**config.mk**
```make
export PLATFORM = sky130hd
export DESIGN_NAME = delay_line_sink
export DESIGN_NICKNAME = d
export VERILOG_FILES = /design/src/rtl/delay_line_sink.sv
export SDC_FILE = /design/constraint.sdc
export NUM_CORES = 1
export LEC_CHECK = 0
export BUFFER_PORTS_ARGS = -buffer_cell sky130_fd_sc_hd__buf_2
export CORE_MARGIN = 4
export CORE_UTILIZATION = 53
export DETAILED_ROUTE_END_ITERATION = 10
export PLACE_DENSITY = 0.72
export SKIP_LAST_GASP = 1
export SYNTH_ARGS = -nofsm -noshare
export SYNTH_HDL_FRONTEND = slang
export SYNTH_SLANG_ARGS = --single-unit
export TNS_END_PERCENT = 10
```
**constraint.sdc**
```tcl
create_clock -name clk -period 14.57 [get_ports clk]
set_input_delay 2.914 -clock clk [delete_from_list [all_inputs] [get_ports clk]]
set_output_delay 2.914 -clock clk [all_outputs]
set_load 0.05 [all_outputs]
```
**src/rtl/delay_line_sink.sv**
```systemverilog
// delay_line_sink
//   Credit-managed receive buffer at the far end of a fixed-latency,
//   enable-gated delay line. Upstream may launch an item only while a credit
//   is available; every stored item or in-flight item holds one credit until
//   the consumer pops it. The buffer is a first-word fall-through FIFO.
//
// Ports
//   clk        rising-edge clock
//   rst        asynchronous, active-high reset
//   issue      upstream launches an item into the delay line this cycle
//   issue_ok   a credit is available (credits != 0)
//   in_valid   an item emerges from the delay line this cycle
//   in_data    payload of the emerging item
//   out_valid  out_data holds a valid item (count != 0)
//   out_data   head-of-buffer item
//   out_ready  consumer accepts the head item
//   count      items currently stored
//   overflow   sticky: an item arrived with no free entry and was discarded
module delay_line_sink #(
    parameter int DATA_WIDTH   = 128,
    parameter int CLOCK_CYCLES = 8,
    parameter int DEPTH        = 8
) (
    input  logic                         clk,
    input  logic                         rst,
    input  logic                         issue,
    output logic                         issue_ok,
    input  logic                         in_valid,
    input  logic [DATA_WIDTH-1:0]        in_data,
    output logic                         out_valid,
    output logic [DATA_WIDTH-1:0]        out_data,
    input  logic                         out_ready,
    output logic [$clog2(DEPTH+1)-1:0]   count,
    output logic                         overflow
);

    localparam int CW = $clog2(DEPTH + 1);
    localparam int PW = $clog2(DEPTH);
    localparam logic [CW-1:0] FULL = CW'(DEPTH);

    // Parameter sanity: pointer wrap relies on DEPTH being a power of two.
    if (DEPTH < 2 || (DEPTH & (DEPTH - 1)) != 0 || CLOCK_CYCLES < 0) begin : g_param_check
        $error("delay_line_sink: DEPTH must be a power of two >= 2");
    end

    logic [CW-1:0]         credits;
    logic [CW-1:0]         count_q;
    logic [PW-1:0]         wr_ptr;
    logic [PW-1:0]         rd_ptr;
    logic                  overflow_q;
    logic [DATA_WIDTH-1:0] mem [DEPTH];

    logic pop;
    logic push;
    logic take;
    logic full;

    always_comb begin
        full = (count_q == FULL);
        pop  = (count_q != '0) && out_ready;
        // A full buffer still accepts an arrival when the head leaves in the
        // same cycle: the read sees the old entry, the write lands behind it.
        push = in_valid && (!full || pop);
        take = issue && (credits != '0);
    end

    assign issue_ok  = (credits != '0);
    assign out_valid = (count_q != '0);
    assign out_data  = mem[rd_ptr];
    assign count     = count_q;
    assign overflow  = overflow_q;

    // Credits: a launch consumes one, a pop returns one, both together cancel.
    // Saturation only matters if items are injected without a launch.
    always_ff @(posedge clk or posedge rst) begin
        if (rst) begin
            credits <= FULL;
        end else begin
            case ({take, pop})
                2'b10:   credits <= credits - CW'(1);
                2'b01:   if (credits != FULL) credits <= credits + CW'(1);
                default: credits <= credits;
            endcase
        end
    end

    always_ff @(posedge clk or posedge rst) begin
        if (rst) begin
            count_q <= '0;
        end else begin
            case ({push, pop})
                2'b10:   count_q <= count_q + CW'(1);
                2'b01:   count_q <= count_q - CW'(1);
                default: count_q <= count_q;
            endcase
        end
    end

    always_ff @(posedge clk or posedge rst) begin
        if (rst) begin
            wr_ptr <= '0;
            rd_ptr <= '0;
        end else begin
            if (push) wr_ptr <= wr_ptr + PW'(1);
            if (pop)  rd_ptr <= rd_ptr + PW'(1);
        end
    end

    always_ff @(posedge clk or posedge rst) begin
        if (rst) begin
            overflow_q <= 1'b0;
        end else if (in_valid && !push) begin
            overflow_q <= 1'b1;
        end
    end

    // Storage is not reset; writes are blocked while reset is held.
    always_ff @(posedge clk) begin
        if (push && !rst) begin
            mem[wr_ptr] <= in_data;
        end
    end

endmodule

```
== Yosys cells after proc, flatten, opt, wreduce, memory -nomap -nowiden ==
Memories as Yosys holds them, arrays and structs flattened.
Cells that the tools add are included.
Widths: inputs -> output; s select.

* Memory bits (writable): 1,024
* Bits of input ports: 133
* Logic and storage cells: 38
* Memories kept: 1
* Bits in registers: 15
* Output and inout port bits: 135

{| class="wikitable"
|+ Memories
! memory !! depth !! bits a word !! rd ports !! clocked after memory_dff !! write ports !! RTL line !! RTL
|-
| mem || 8 || 128 || 1 || 0 || 1 || 51 || <nowiki>logic [DATA_WIDTH-1:0] mem [DEPTH];</nowiki>
|}

* Muxes and demuxes: 5
* Add/subtract/negate cells: 6
* Reduce and logical (&&, ||, !) cells: 14
* Equality and inequality tests: 7

{| class="wikitable"
|+ Operators with widths
! kind !! number
|-
| $pmux 4 s2 || 2
|-
| $add 4x1->4 const B || 2
|-
| $reduce_bool 4->1 || 2
|-
| $sub 4x1->4 const B || 2
|-
| $add 3x1->3 const B || 2
|-
| $logic_and 1x1->1 || 5
|-
| $eq 2x1->1 const B || 2
|-
| $eq 2x2->1 const B || 2
|-
| $eq 4x4->1 const B || 1
|-
| $mux 4 || 1
|-
| $ne 4x4->1 const B || 1
|-
| $reduce_bool 2->1 || 2
|-
| $logic_not 1->1 || 3
|-
| $mux 1 || 2
|-
| $ne 2x2->1 const B || 1
|-
| $reduce_and 2->1 || 1
|-
| $logic_or 1x1->1 || 1
|}

== Depth between registers and ports, before layout ==
Gate-level depths: netlist of run 1.

* Word-level depth: 7
* Mapped depth: 10
* Mapped depth without buffers: 10

== Worst setup path before layout of run 1 ==
No wires, ideal clock.

* Path kind: input -> register
* From: input in_valid
* To: memory mem[4][0] (enable)
* Buffers on the path: 1
* Required time: 13,596 ps
* Data arrival time: 16,563 ps
* Setup time: 974 ps
* Stages on the path: 4
* Path slack: -2,968 ps
* Path through: clkbuf_1 o21a_1 nand2b_1 nor4b_1

* Longest elaborated chain between the ends: 4

{| class="wikitable"
|+ RTL lines
! item !! RTL line !! RTL
|-
| from (decl) || 28 || <nowiki>input logic in_valid,</nowiki>
|-
| $logic_and 1x1->1 || 63 || <nowiki>push = in_valid && (!full || pop);</nowiki>
|-
| $logic_and 1x1->1 || 119 || <nowiki>if (push && !rst) begin</nowiki>
|-
| $mux 1 || 119 ||
|-
| $mux 1 (not written as such) || 120 || <nowiki>mem[wr_ptr] <= in_data;</nowiki>
|-
| to (decl) || 51 ||
|}

No other way between the ends.

== Final worst setup path of run 1 ==
* From: register rd_ptr[0]
* To: output out_data[68]

* Longest elaborated chain between the ends: 1

{| class="wikitable"
|+ RTL lines
! item !! RTL line !! RTL
|-
| from (decl) || 49 || <nowiki>logic [PW-1:0] rd_ptr;</nowiki>
|-
| from (signal assigned) || 105 || <nowiki>if (pop) rd_ptr <= rd_ptr + PW'(1);</nowiki>
|-
| $mem_v2 8x128 || - ||
|-
| to (decl) || 31 || <nowiki>output logic [DATA_WIDTH-1:0] out_data,</nowiki>
|}

No other way between the ends.

==> flow_summary.yaml, run 1 <==
run_status:
  status: "completed"
route:
  drt_iter0_drc: 1363
  ant_nets: 0
  drt_first_pass_iters: 5
  vias_per_cell: 5.907
  wirelength_um: 76160
  via_count: 17538
  wl_per_cell_um: 25.65
  drc: 0
grt:
  grt_pass1_vias: 18941
  grtUsageTotal: 0.1960
  grt_use_met1: 0.2617
  grt_first_pass_wirelength_um: 116600
  gr-usage-met3: 0.04419
  use_met2: 0.3334
  overflow: 0
  top_usage_layer: "met2"
  antenna_found_initial: 15
  grt_start_max_net_pins: 108
yosys:
  synth_flop_cell: "edfxtp_1"
  syn-num-nets: 1733
  ys_ff_latch: 1039
  netlist.top_cell.by_area: "edfxtp_1"
  syn_inst: 1592
  seq_area_frac_synth: 0.7885
  syn_area_um2: 39470
  synth_area_leaders: "edfxtp_1, mux4_2, mux2_2, dfrtp_1, buf_6"
  avgSynthCellArea_um2: 24.80
  async_flop_share: 0.01444
  synth_warnings: 0
  netlist.area_leader.share: 0.7790
  ys_types: 41
  synth_edf_count: 1024
setup_path:
  path_cells: "buf_4, buf_4, mux4_2, mux2_2, buf_2"
  cpMostUsedCell: "buf_4"
  crit_path_start_kind: "flip-flop"
  cpMaxStageDelayCell: "dfrtp_4"
  path_class: "reg -> out"
  worstPathMaxFanout: 51
  endpoint_kind: "primary output"
  slowest_delay_ns: 1.05
  cp.arrival_ns: 4.43
  crit_required_ns: 11.66
placed_design:
  io_buffer_count: 267
  dp_cells: 2776
  dp_hpwl_um: 42200
  dpl_worst_slack_ns: 7.710
  gp_congestion: 0.7020
sta:
  rsz0062_at_grt: "no"
  post-route-period-util: 0.5038
  fmax_mhz: 136.2
  drv_slew: 0
  hold_viol_final: 0
  worst_slack_ns: 7.230
  setup_violations: 0
  fin_setup_tns_ns: 0
  skew_ns: 0.02518
  tightest_slew_ns: 1.047
  period_minus_slack_ns: 7.340
  max-slew-margin-rel: 0.3023
clock_network:
  clkLatencyLatePin_ns: 0.65
  hold_buffers: 0
  root_buffer: "clkbuf_16"
  post_cts_resize_count: 0
  cts_tree: "yes"
  cts_sinks: 1039
  cts_setup_buffers: 0
  clock_path_buffers: 3
  cts_buffers: 101
  path_clk_slew_ns: 0.06
  htree_levels: 3
finish:
  layout.nets: 2061
  drive_above_1_share: 0.4177
  final_common_cell: "edfxtp_1"
  fin_cells: 2969
  synthToLayoutAreaGrowth_pct: 14.24
  final_cell_mix: "edfxtp_1, buf_2, mux4_2"
power_and_ir_drop:
  power_density_nw_per_um2: 207.7
  ir_worst_vdd_v: 0.0002206
  leakage_uw: 0.01457
die:
  die_w_um: 280.9
  rows: 99
  io_pins: 268
  placeableCoreArea_um2: 73330
  dieArea_um2: 78910
  start_util: 0.5383
  die_h_um: 280.9
worst_hold_path:
  hold_class: "reg -> reg"
flow_run:
  cap_violations: 0
[path summary, 6_finish.rpt]
path / startpoint / endpoint / slack [ns] / cells after the start
worst max-delay path: rd_ptr[0] / out_data[68] / 7.23 / 5
worst min-delay path: overflow / overflow / 0.50 / 1
worst max register to register: count[1] / mem[7][30] / 10.67 / 7
worst min register to register: overflow / overflow / 0.50 / 1
max in group asynchronous: rst / rd_ptr[0] / 11.68 / 2
min in group asynchronous: rst / credits[1] / 2.43 / 2
[cell families after synthesis]
logic type | synth area share
muxes | 0.1834
DFF | 0.7885
xor gates and xnor gates | 0.001775
adders and majority gates | 0.002916
and+or+nand+nor | 0.005832
buffers and inverters | 0.01300
AOI/OAI and AO/OA | 0.004597
[state kept, by name, indices dropped and copies added (netlist names)]
register / flops
count: 4
wr_ptr: 3
mem: 1024
rd_ptr: 3
credits: 4
overflow: 1
[cells in the mapped netlist (2+ instances only)]
library cell,instances
nor2_1,3
buf_1,17
mux2_2,129
inv_1,6
o221ai_1,3
buf_2,7
mux4_2,256
fa_1,2
dfrtp_1,14
xnor2_1,7
mux2i_1,2
edfxtp_1,1024
o21ai_0,4
nand2_1,22
nand2b_1,3
nor3_1,2
nand3_1,4
a21oi_1,2
or3_1,2
nor4b_1,4
clkbuf_1,25
ha_1,6
a21o_1,3
buf_6,26
nor4_1,3
[metal layers]
metal	wire, um	part of all wire
met5	115	0.0015
met4	1452	0.019
met3	4583	0.060
met2	39450	0.52
met1	30560	0.40
[layout make-up]
type	count	area (um2)
diodes	6	15.01
clock buffers	126	2643
clock inverters	61	573.1
fillers	5040	28240
inverters	6	22.52
multi-input cells	471	7888
flip-flops and latches	1039	31140
well taps	959	1200
repair buffers	301	1617
[power breakdown]
| group | switching (uW) | leakage, uW | internal (uW) |
|---|---|---|---|
| sequential | 168 | 0.00942 | 3510 |
| combinational | 2020 | 0.00361 | 1180 |
| clock | 1060 | 0.00153 | 1430 |
| total | 3250 | 0.0146 | 6120 |
[worst max-delay path, delay by kind of cell, from the launching register on]
kind | cells | cell delay (ns)
buffers and inverters | 3 | 1.71
muxes | 2 | 0.89
DFF | 1 | 1.05
[stage by stage]
step | total power, uW | hold slack (ns) | cell area, um2 | utilization
6_report | 9367 | 0.4990 | 45090 | 0.6150
3_3_place_gp | 6950 | 0.4854 | 41860 | 0.5709
2_1_floorplan | 6377 | 0.4871 | 39470 | -
5_1_grt | 9761 | 0.5418 | 45090 | 0.6148
3_5_place_dp | 6992 | 0.4884 | 41860 | 0.5709
4_1_cts | 9487 | 0.5022 | 45080 | 0.6147
(Power assumes the default switching activity.)
==> inputs of run 2 (changes only) <==
--- a/config.mk
+++ b/config.mk
@@ -5,11 +5,12 @@
 export SDC_FILE = /design/constraint.sdc
 export NUM_CORES = 1
 export LEC_CHECK = 0
+export ABC_AREA = 1
 export BUFFER_PORTS_ARGS = -buffer_cell sky130_fd_sc_hd__buf_2
 export CORE_MARGIN = 4
 export CORE_UTILIZATION = 53
 export DETAILED_ROUTE_END_ITERATION = 10
-export PLACE_DENSITY = 0.72
+export PLACE_DENSITY = 0.69
 export SKIP_LAST_GASP = 1
 export SYNTH_ARGS = -nofsm -noshare
 export SYNTH_HDL_FRONTEND = slang
==> constraint.sdc (replaced) <==
create_clock -name clk -period 7.6 [get_ports clk]
set_input_delay 1.52 -clock clk [delete_from_list [all_inputs] [get_ports clk]]
set_output_delay 1.52 -clock clk [all_outputs]
set_load 0.05 [all_outputs]
==> run 2 against run 1 <==
Against the previous run:
- via count grew 34%
- flip-flop and latch count is the same
- clock power grew 96%
- synthesized cell count grew 71%
- worst setup slack lost 5.1 ns
- routed wire length grew 19%
- largest cell class unchanged
- largest power group is now combinational cells
- highest routed layer unchanged
==> flow_summary.yaml, run 2 <==
yosys:
  avgSynthCellArea_um2: 14.84
  syn_inst: 2724
  netlist.area_leader.share: 0.7605
  ys_ff_latch: 1039
  synth_edf_count: 1024
  syn_area_um2: 40430
  netlist.top_cell.by_area: "edfxtp_1"
  yosys.cell_count.top_type: "edfxtp_1"
  synth_flop_cell: "edfxtp_1"
  syn-num-nets: 2865
  seq_area_frac_synth: 0.7698
  ys_types: 26
  synth_warnings: 0
  async_flop_share: 0.01444
  synthTopCellsByCount: "edfxtp_1, nand2_1, nor2_1, o21ai_0"
  synth_area_leaders: "edfxtp_1, mux2i_1, o22ai_1, nand2_1, o21ai_0"
clock_network:
  cts_sinks: 1039
  post_cts_resize_count: 0
  clkLatencyLatePin_ns: 0.65
  cts_buffers: 102
  cts_tree: "yes"
  path_clk_slew_ns: 0.06
  cts_setup_buffers: 0
  clock_path_buffers: 3
  hold_buffers: 0
  root_buffer: "clkbuf_16"
  htree_levels: 3
power_and_ir_drop:
  leakage_uw: 0.01628
  power_density_nw_per_um2: 417.9
  ir_worst_vdd_v: 0.0003253
  fin_total_pwr_uw: 19130
die:
  rows: 101
  dieArea_um2: 80770
  start_util: 0.5333
  io_pins: 268
  die_h_um: 284.2
  die_w_um: 284.2
  placeableCoreArea_um2: 75820
setup_path:
  cp.arrival_ns: 3.98
  crit_required_ns: 6.08
  worstPathMaxFanout: 130
  endpoint_kind: "primary output"
  crit_path_start_kind: "flip-flop"
  rr_worst_depth: 6
  rrSetupSlack_ns: 4.18
  path_class: "reg -> out"
placed_design:
  dp_hpwl_um: 47210
  dp_cells: 3827
  gp_congestion: 0.7440
  io_buffer_count: 267
  dpl-instance-area_um2: 42490
sta:
  hold_viol_final: 0
  drv_slew: 0
  tightest_slew_ns: 1.197
  period_minus_slack_ns: 5.498
  setup_violations: 0
  hold_slack_ns: 0.4902
  post-route-period-util: 0.7234
  skew_ns: 0.01799
  fmax_mhz: 181.9
  max-slew-margin-rel: 0.2021
  rsz0062_at_grt: "no"
grt:
  overflow: 0
  grt_pass1_vias: 23527
  grtUsageTotal: 0.2202
  antenna_found_initial: 16
  grt_start_max_net_pins: 188
  grt_first_pass_wirelength_um: 138400
route:
  ant_nets: 0
  drt_iter0_drc: 2164
  drc: 0
  drt_first_pass_iters: 6
  via_count: 23436
  wl_per_cell_um: 22.55
  wirelength_um: 90840
  vias_per_cell: 5.817
finish:
  layout.nets: 3094
  final_common_cell: "edfxtp_1"
  fin_cells: 4029
  fillCellCount: 5599
  synthToLayoutAreaGrowth_pct: 13.23
  final_cell_area_um2: 45780
  regMostFlops: "mem"
  drive_above_1_share: 0.1477
  final_cell_mix: "edfxtp_1, nand2_1, buf_2"
  largest_register_ffs: 1024
run_status:
  status: "completed"
flow_run:
  cap_violations: 0
worst_hold_path:
  whs_path_depth: 1
  hold_class: "reg -> reg"
## run 2: cell count changes in the layout (fill, tap and decap cells not counted), sizes merged, moves of 5 or more
cell | previous run | this run
nand2 | 22 | 414
nor2 | 3 | 272
mux4 | 256 | 0
o22ai | 1 | 256
mux2i | 2 | 256
o21ai | 4 | 258
mux2 | 129 | 0
nand3 | 4 | 18
inv | 8 | 20
buf | 301 | 295
clkinv | 42 | 48
clkinvlp | 9 | 3
diode | 6 | 12
xnor2 | 7 | 2
## run 2: critical path, stage by stage, from the launching register on
cell,delay (ns)
dfrtp_4,0.82
inv_8,0.85
buf_12,0.61
nor2_1,0.09
o22ai_1,0.19
nand2_1,0.07
nand2_1,0.20
buf_2,0.30
## run 2: per-layer routing
metal | track usage | share of wire | routed length, um | vias to the layer above
li1 | - | - | - | 10732
met1 | 0.3045 | 0.43 | 38780 | 11764
met2 | 0.3614 | 0.48 | 43690 | 765
met3 | 0.04475 | 0.068 | 6213 | 167
met5 | 0 | 0.00055 | 50 | -
met4 | 0.05982 | 0.023 | 2096 | 8
## run 2: cell type report
| cell class | instances | area, um2 | area share |
|---|---|---|---|
| clock buffers | 129 | 2715 | 0.05931 |
| multi-input cells | 1497 | 8403 | 0.1835 |
| diodes | 12 | 30.03 | 0.0006559 |
| clock inverters | 61 | 548.0 | 0.01197 |
| repair buffers | 295 | 1647 | 0.03597 |
| flip-flops and latches | 1039 | 31140 | 0.6801 |
| well taps | 978 | 1224 | 0.02673 |
| inverters | 18 | 77.57 | 0.001694 |
## run 2: final timing paths
kind / startpoint / to
worst max-delay path: rd_ptr[0] / out_data[120]
worst min-delay path: overflow / overflow
worst max register to register: count[0] / mem[0][2]
worst min register to register: overflow / overflow
max in group asynchronous: rst / rd_ptr[0]
min in group asynchronous: rst / count[0]
## run 2: stage by stage
stage | setup slack [ns] | setup TNS (ns) | util
after CTS | 2.055 | 0 | 0.6034
after floorplan | -0.4587 | -456.71 | -
final | 2.102 | 0 | 0.6038
after global placement | 2.739 | 0 | 0.5604
after global routing | 1.896 | 0 | 0.6035
after detailed placement | 2.777 | 0 | 0.5604
## run 2: kinds of logic after synthesis
group,count (synthesis),share of synthesized area
AOI/OAI and AO/OA,519,0.07222
xor gates and xnor gates,7,0.001516
adders and majority gates,8,0.002847
buffers and inverters,188,0.02386
DFF,1039,0.7698
muxes,256,0.06337
and+or+nand+nor,707,0.06638
## run 2: report_power, final
part           leakage, uW  switching, uW  internal (uW)
Combinational      0.00528           5340           1840
Sequential         0.00942            354           6730
Clock              0.00158           2070           2800
==> inputs of run 3 (changes only) <==
--- a/config.mk
+++ b/config.mk
@@ -5,12 +5,12 @@
 export SDC_FILE = /design/constraint.sdc
 export NUM_CORES = 1
 export LEC_CHECK = 0
-export ABC_AREA = 1
+export ABC_AREA = 0
 export BUFFER_PORTS_ARGS = -buffer_cell sky130_fd_sc_hd__buf_2
 export CORE_MARGIN = 4
 export CORE_UTILIZATION = 53
 export DETAILED_ROUTE_END_ITERATION = 10
-export PLACE_DENSITY = 0.69
+export PLACE_DENSITY = 0.72
 export SKIP_LAST_GASP = 1
 export SYNTH_ARGS = -nofsm -noshare
 export SYNTH_HDL_FRONTEND = slang
==> constraint.sdc (replaced) <==
create_clock -name clk -period 5.03 [get_ports clk]
set_input_delay 1.006 -clock clk [delete_from_list [all_inputs] [get_ports clk]]
set_output_delay 1.006 -clock clk [all_outputs]
set_load 0.05 [all_outputs]
==> run 3 against run 2 <==
Against the previous run:
- worst setup slack got worse by 1.1 ns
- clock power rose by 52%
- worst hold slack lost 0.0023 ns
- flip-flop and latch count unchanged
- count of clock-buffer cells in the layout shrank 8
==> flow_summary.yaml, run 3 (synthesis results as in run 1) <==
grt:
  grtUsageTotal: 0.1972
  overflow: 0
  grt_start_max_net_pins: 129
  antenna_found_initial: 17
  grt_first_pass_wirelength_um: 116400
  grt_pass1_vias: 18662
sta:
  tightest_slew_ns: 0.9955
  drv_slew: 0
  fmax_mhz: 245.4
  post-route-period-util: 0.8100
  period_minus_slack_ns: 4.074
  max-slew-margin-rel: 0.3363
  setup_violations: 0
  rsz0062_at_grt: "no"
  skew_ns: 0.02581
  worst_slack_ns: 0.9556
  hold_viol_final: 0
route:
  drc: 0
  drt_iter0_drc: 1275
  ant_nets: 0
  drt_first_pass_iters: 4
  vias_per_cell: 5.877
  wl_per_cell_um: 25.74
  wirelength_um: 76560
  via_count: 17478
setup_path:
  slowest_delay_ns: 0.77
  endpoint_kind: "primary output"
  cpMaxStageDelayCell: "dfrtp_4"
  crit_required_ns: 4.02
  cp.arrival_ns: 3.07
  crit_path_start_kind: "flip-flop"
  rrSetupSlack_ns: 2.22
  path_cells: "buf_12, mux4_2, mux2_2, buf_2"
  worstPathMaxFanout: 63
  path_class: "reg -> out"
finish:
  largest_register_ffs: 1024
  regMostFlops: "mem"
  synthToLayoutAreaGrowth_pct: 15.40
  fillCellCount: 4918
  final_common_cell: "edfxtp_1"
  layout.nets: 2067
  final_cell_mix: "edfxtp_1, buf_2, mux4_2"
  drive_above_1_share: 0.4230
  final_cell_area_um2: 45550
clock_network:
  cts_sinks: 1039
  hold_buffers: 0
  root_buffer: "clkbuf_16"
  cts_buffers: 102
  post_cts_resize_count: 0
  clock_path_buffers: 3
  cts_tree: "yes"
  path_clk_slew_ns: 0.06
  clkLatencyLatePin_ns: 0.65
  cts_setup_buffers: 0
  htree_levels: 3
die:
  dieArea_um2: 78910
  rows: 99
  placeableCoreArea_um2: 73330
  io_pins: 268
  die_w_um: 280.9
  die_h_um: 280.9
  start_util: 0.5383
flow_run:
  cap_violations: 0
placed_design:
  io_buffer_count: 267
  dpl-instance-area_um2: 42230
  dpl_worst_slack_ns: 1.557
  gp_congestion: 0.6985
  dp_hpwl_um: 41730
power_and_ir_drop:
  leakage_uw: 0.01477
  power_density_nw_per_um2: 604.4
  ir_worst_vdd_v: 0.0005954
worst_hold_path:
  hold_class: "reg -> reg"
run_status:
  status: "completed"
## run 3: cell types whose count changed in the layout (fill, tap and decap cells not counted), sizes merged, moves of 8 or more
cell    delta
nand2    -392
nor2     -269
mux4     +256
o22ai    -255
mux2i    -254
o21ai    -254
mux2     +129
inv       -14
nand3     -14
buf       +11
clkbuf     -8
## run 3: power breakdown
group	total (uW)	leakage, uW	internal, uW	switching [uW]
Sequential	10500	0.00942	10200	391
Combinational	9560	0.00374	3550	6020
Clock	7420	0.00161	4340	3080
## run 3: routing by layer
layer / GRT usage / up-vias / share of wire
li1: - / 7520 / -
met1: 0.2700 / 9306 / 0.40
met2: 0.3264 / 527 / 0.51
met3: 0.04436 / 109 / 0.068
met4: 0.05366 / 16 / 0.019
met5: 0 / - / 0.0015
## run 3: cell type report
class	instances	area [um2]	share of cell area
Inverter	6	22.52	0.0004944
Sequential cell	1039	31140	0.6835
Tap cell	959	1200	0.02634
Timing Repair Buffer	306	1904	0.04180
Clock inverter	64	641.9	0.01409
Antenna cell	8	20.02	0.0004395
Multi-Input combinational cell	471	7963	0.1748
Clock buffer	121	2666	0.05853
## run 3: critical path, delay by kind of cell, from the launching register on
family / cells / cell delay [ns]
multiplexers: 2 / 0.87
flip-flops: 1 / 0.77
buffers and inverters: 2 / 0.70
## run 3: path summary, 6_finish.rpt
check | startpoint | end | cells after the start
setup / recovery | rd_ptr[0] | out_data[101] | 4
hold / removal | overflow | overflow | 1
setup reg to reg | count[0] | count[3] | 8
hold reg to reg | overflow | overflow | 1
max in group asynchronous | rst | rd_ptr[1] | 2
min in group asynchronous | rst | wr_ptr[1] | 2
## run 3: per-stage QoR
step	util	TNS, ns	std cells	power (uW)	hold WS, ns
floorplan	-	-769.87	1592	18360	0.4903
global placement	0.5758	0	2781	20320	0.4761
detailed placement	0.5758	0	2781	20440	0.4682
CTS	0.6210	0	2966	27890	0.4826
global route	0.6211	0	2970	28690	0.5024
finish	0.6212	0	2974	27530	0.4879
